$ cat config.mk
export PLATFORM = sky130hd
export DESIGN_NAME = alu_core
export DESIGN_NICKNAME = d
export VERILOG_FILES = /design/src/rtl/alu_core.sv
export SDC_FILE = /design/constraint.sdc
export NUM_CORES = 1
export LEC_CHECK = 0
export CAP_MARGIN = 20
export CORE_MARGIN = 4
export CORE_UTILIZATION = 35
export DETAILED_ROUTE_END_ITERATION = 8
export PLACE_DENSITY = 0.7
export REMOVE_ABC_BUFFERS = 1
export SYNTH_ARGS = -nofsm -noshare
export SYNTH_HDL_FRONTEND = slang
export SYNTH_SLANG_ARGS = --single-unit
$ cat constraint.sdc
create_clock -name clk_in -period 3.2 [get_ports clk_in]
set_clock_uncertainty 0.15 [all_clocks]
set_input_delay 0.64 -clock clk_in [delete_from_list [all_inputs] [get_ports clk_in]]
set_output_delay 0.64 -clock clk_in [all_outputs]
set_load 0.01 [all_outputs]
$ cat src/rtl/alu_core.sv
`default_nettype none
// ============================================================================
// alu_core : registered add/subtract with zero/sign (and optional overflow)
//            flags; ALU_OVERFLOW_FLAG_EN adds the overflow_out port. Rev 1.0
// ============================================================================
module alu_core #(
   parameter int DATA_WIDTH = 11
) (
   input  logic                  clk_in,
   input  logic                  rst_n_in,
   input  logic [DATA_WIDTH-1:0] A_in,
   input  logic [DATA_WIDTH-1:0] B_in,
   input  logic                  operation,
   output logic [DATA_WIDTH-1:0] alu_out,
   output logic                  zero_indicator_out,
   output logic                  signal_bit_out
`ifdef ALU_OVERFLOW_FLAG_EN
   ,
   output logic                  overflow_out
`endif
);

   localparam int MSB = DATA_WIDTH - 1;

   logic [DATA_WIDTH-1:0] b_eff;
   logic [DATA_WIDTH-1:0] carry_in;
   logic [DATA_WIDTH-1:0] sum;

   // Subtract reuses the adder as A + ~B + 1; the carry out is dropped.
   always_comb begin
      b_eff    = operation ? ~B_in : B_in;
      carry_in = {{(DATA_WIDTH-1){1'b0}}, operation};
      sum      = A_in + b_eff + carry_in;
   end

   always_ff @(posedge clk_in) begin
      if (!rst_n_in) begin
         alu_out            <= '0;
         zero_indicator_out <= 1'b1;
         signal_bit_out     <= 1'b0;
      end else begin
         alu_out            <= sum;
         zero_indicator_out <= (sum == '0);
         signal_bit_out     <= sum[MSB];
      end
   end

`ifdef ALU_OVERFLOW_FLAG_EN
   // Same-sign adder inputs producing a differently-signed sum covers both ops.
   logic ovf;

   always_comb begin
      ovf = (A_in[MSB] == b_eff[MSB]) && (sum[MSB] != A_in[MSB]);
   end

   always_ff @(posedge clk_in) begin
      if (!rst_n_in) begin
         overflow_out <= 1'b0;
      end else begin
         overflow_out <= ovf;
      end
   end
`endif

endmodule
`default_nettype wire

Word level (Yosys, flattened, before mapping) --
Index checks and enable logic that the tools add are counted.
Word-level totals: logic and storage cells 8, input bits 25, output and inout bits 13, register bits after elaboration 13
Operators by class: $add $sub $neg 2, reduce and logical (&&, ||, !) cells 1, bitwise operators 1, multiplexer cells 1
Operators by type and width (count):
- $add A11 B1 Y11 | 1
- $add A11 B11 Y11 | 1
- $logic_not A11 Y1 | 1
- $mux W11 | 1
- $not A11 Y11 | 1

Logic depth before layout (Yosys ltp) --
depth after elaboration 5, depth in mapped cells 9, depth with buffers taken out 9

Least setup slack after synthesis --
No wires, ideal clock.
kind input to register, start point in operation, end point reg zero_indicator_out, data required time 2954 ps, data arrival time 2814 ps, cell stages on the path 8, library setup time 96 ps, path slack 140 ps, path buffers 1, path through buf_2 -> xor2_1 -> fa_1 -> xor2_1 -> or3_1 -> or4_1 -> or3_1 -> o41ai_2
On the way: longest elaborated chain between the ends 4
RTL lines:
- start: declaration | RTL line 13 | input logic operation,
- $mux W11 | RTL line 31 | b_eff = operation ? ~B_in : B_in;
- $add A11 B11 Y11 | RTL line 33 | sum = A_in + b_eff + carry_in;
- $add A11 B1 Y11 (*) | RTL line 33
- $logic_not A11 Y1 (*) | RTL line 43 | zero_indicator_out <= (sum == '0);
- end signal: assignment | RTL line 43
- end: declaration | RTL line 15 | output logic zero_indicator_out,
Every way passes the cells marked *; elsewhere a longest branch is shown, timed or not. A chain may end at the register's enable or synchronous reset.

Final worst setup path --
Ends and elaborated chain as after synthesis.

==> metrics.json <==
{
  "numPlacedInstances": 165,
  "hpwl_mm": 1.62,
  "dr_total_vias": 783,
  "worst_ep_arrival_time_ns": 3.11,
  "dieHeight_um": 57.8,
  "distinct_cells_synth": 29,
  "area_growth_pct": 70.6,
  "synthFlopType": "sky130_fd_sc_hd__dfxtp_1",
  "synth_seq_cells": 12,
  "clk_network_pwr_share_pct": 14.0,
  "power_leakage_nw": 0.649,
  "hold_path_end": "alu_out[0]",
  "timing.critical_path.buf_inv": 2,
  "whs_path_depth": 4,
  "gr-total-overflow": 0,
  "finalCritPeriodShare_pct": 96.8,
  "worst_hold_path_type": "primary input to register",
  "post_route_cells_drive_above_1_share_pct": 25.9,
  "synth_fa_ha_area_share_pct": 16.7,
  "drc_errors": 0,
  "critical-path-top-delay-family": "simple AND/OR/NAND/NOR gates",
  "timing.hold.ws_ns": 0.652,
  "vias_per_cell": 4.58,
  "cp_slowest_cell": "sky130_fd_sc_hd__or4_1",
  "grt_start_max_net_pins": 13,
  "synth_cells": 91,
  "synthArstFlopShare_pct": 0,
  "placement.io_buffers": 37,
  "timing.critical_path.cells": "buf_6 -> mux2i_2 -> inv_1 -> fa_2 -> xor2_2 -> or3_1 -> or4_1 -> or3_4 -> o41ai_4",
  "timing.setup.tns_ns": 0,
  "finalSetupViolations": 0,
  "drt-wirelength-per-cell_um": 11.2,
  "ant_nets": 0,
  "grt_pass1_wl_mm": 3.11,
  "synthMuxAreaShare_pct": 1.59,
  "clock_tree.root_cell": "sky130_fd_sc_hd__clkbuf_4",
  "min-delay-start": "B_in[0]",
  "final_slew_violations": 0,
  "yosys.area_share.simple_pct": 15.6,
  "final_area_sq_um": 1480,
  "first_global_vias": 792,
  "timing_hold_violations_final": 0,
  "groute.usage.overall_pct": 11.7,
  "slew_headroom_pct": 77.5,
  "synth_xor_area_share_pct": 21.2,
  "cts_tree": "built",
  "synth_edf_count": 0,
  "finalNetCount": 181,
  "crit_required_ns": 3.21,
  "die-area_sq_um": 3340,
  "final_period_minus_worst_setup_slack_ns": 3.10,
  "synth_top_family_by_area": "XOR/XNOR gates",
  "worst_setup_hold_path_clk_slew_ns": 0.06,
  "synth_compound_gate_area_share_pct": 14.4,
  "yosysWarnings": 0,
  "ys_seq_area_share_pct": 27.7,
  "antenna_cells": 0,
  "placedInstanceArea_sq_um": 1350,
  "mostFrequentLayoutCell": "sky130_fd_sc_hd__clkdlybuf4s50_1",
  "swShare_pct": 31.6,
  "clock_path_buffers": 2,
  "worst_setup_path_end_kind": "register",
  "share_seq_of_total_power_pct": 31.0,
  "layout_common_cells": "30 x sky130_fd_sc_hd__clkdlybuf4s50_1, 15 x sky130_fd_sc_hd__buf_4, 12 x sky130_fd_sc_hd__dfxtp_1",
  "timing_worst_slew_pin_value_ns": 0.337,
  "cts.hold.buffers_added": 0,
  "max_stage_delay_ns": 0.52,
  "drt-pass1-iter-count": 4,
  "total_standard_cell_area_after_synthesis_sq_um": 867,
  "critical_path_peak_fanout": 6,
  "design.core.area_sq_um": 2280,
  "non_filler_instance_count_after_layout": 171,
  "cap_viol_max_count": 0,
  "powerDensity_nw_per_um2": 397,
  "synth.avg_cell_area_sq_um": 9.53,
  "critical_path_class": "primary input to register",
  "combinationalPowerShare_pct": 55.0,
  "dieWidth_um": 57.8,
  "irDropWorstVdd_v": 0.000229,
  "final.fill_count": 193,
  "io_pins": 38,
  "cellInternalPower_mw": 0.402,
  "power.switching_mw": 0.186,
  "initial_antenna_violation_count": 0,
  "gp_congestion": 0.719,
  "result_of_the_run": "finished clean",
  "drt-initial-drc-count": 1,
  "total_power_mw": 0.587,
  "site_row_count": 17,
  "clock.fmax_mhz": 323,
  "worstSetupStartpointType": "primary input",
  "ctsHtreeMaxLevel": 1,
  "cts-buffers-inserted": 3,
  "cts_num_sinks": 12,
  "route.final.wire_length_mm": 1.92,
  "start_util_pct": 38.1
}
through the flow:
stage          util, %  worst slack, ns
4_1_cts           60.9           0.0498
2_1_floorplan        -            0.256
3_5_place_dp      59.2           -0.472
5_1_grt           65.0          -0.0105
6_report          65.0            0.103
3_3_place_gp      59.2           -0.390
area by class of cell:
| type | count | area [sq um] | area share, % |
|---|---|---|---|
| sequential | 12 | 240 | 16.2 |
| timing repair buffer | 52 | 490 | 33.2 |
| tap | 28 | 35.0 | 2.37 |
| multi-input combinational | 74 | 683 | 46.2 |
| clock buffer | 3 | 22.5 | 1.52 |
| inverter | 2 | 7.51 | 0.508 |
Yosys cell counts, types with 2 or more instances:
master | count | area, sq um
sky130_fd_sc_hd__xor2_1 | 15 | 131
sky130_fd_sc_hd__dfxtp_1 | 12 | 240
sky130_fd_sc_hd__and2_1 | 10 | 62.6
sky130_fd_sc_hd__ha_1 | 10 | 125
sky130_fd_sc_hd__a21oi_1 | 6 | 30.0
sky130_fd_sc_hd__xnor2_1 | 6 | 52.6
sky130_fd_sc_hd__nand2_1 | 4 | 15.0
sky130_fd_sc_hd__nor2_1 | 4 | 15.0
sky130_fd_sc_hd__inv_1 | 2 | 7.51
sky130_fd_sc_hd__o21ai_0 | 2 | 10.0
sky130_fd_sc_hd__or3_1 | 2 | 12.5
repair_timing:
| action | CTS | global route |
|---|---|---|
| endpoints found under the setup margin | 1 | 1 |
| pin swaps | 1 | 16 |
| resized for setup | 6 | 26 |
| gates cloned | 0 | 0 |
| buffers inserted | 1 | 2 |
flip-flops by register name, summed over array words and instances, names as in the netlist:
name / cells
zero_indicator_out: 1
alu_out: 11
cells by family (layout without fill, tap and decap cells):
logic type | Yosys count | in the layout
AND/OR/NAND/NOR | 24 | 24
XOR/XNOR | 21 | 21
AO/OA/AOI/OAI | 17 | 17
flip-flops | 12 | 12
adder cells (fa/ha/maj) | 11 | 11
buffers and inverters | 5 | 57
multiplexers | 1 | 1
how the worst max path moves through the flow:
stage / depth (start not counted) / to / slack, ns / startpoint
finish: 9 / zero_indicator_out / 0.10 / operation
CTS: 9 / zero_indicator_out / 0.05 / operation
detailed placement: 7 / zero_indicator_out / -0.47 / operation
floorplan: 8 / zero_indicator_out / 0.26 / B_in[0]
global route: 9 / zero_indicator_out / -0.01 / operation
global placement: 9 / zero_indicator_out / -0.39 / operation
power groups by stage:
stage / Sequential [mW] / Clock [mW] / Combinational, mW
CTS: 0.182 / 0.0856 / 0.296
detailed placement: 0.186 / 0 / 0.292
global placement: 0.185 / 0 / 0.286
global route: 0.185 / 0.0931 / 0.353
finish: 0.182 / 0.0825 / 0.323
floorplan: 0.201 / 0 / 0.134
metal layers:
metal / routed length (um) / part of all wire [%] / vias up / global-route usage, %
met5: 0 / 0 / - / 0
met3: 122 / 6.4 / 2 / 1.11
met4: 15 / 0.78 / 0 / 7.28
li1: - / - / 414 / -
met2: 994 / 52 / 22 / 22.1
met1: 784 / 41 / 345 / 12.1
(Power assumes the default switching activity.)
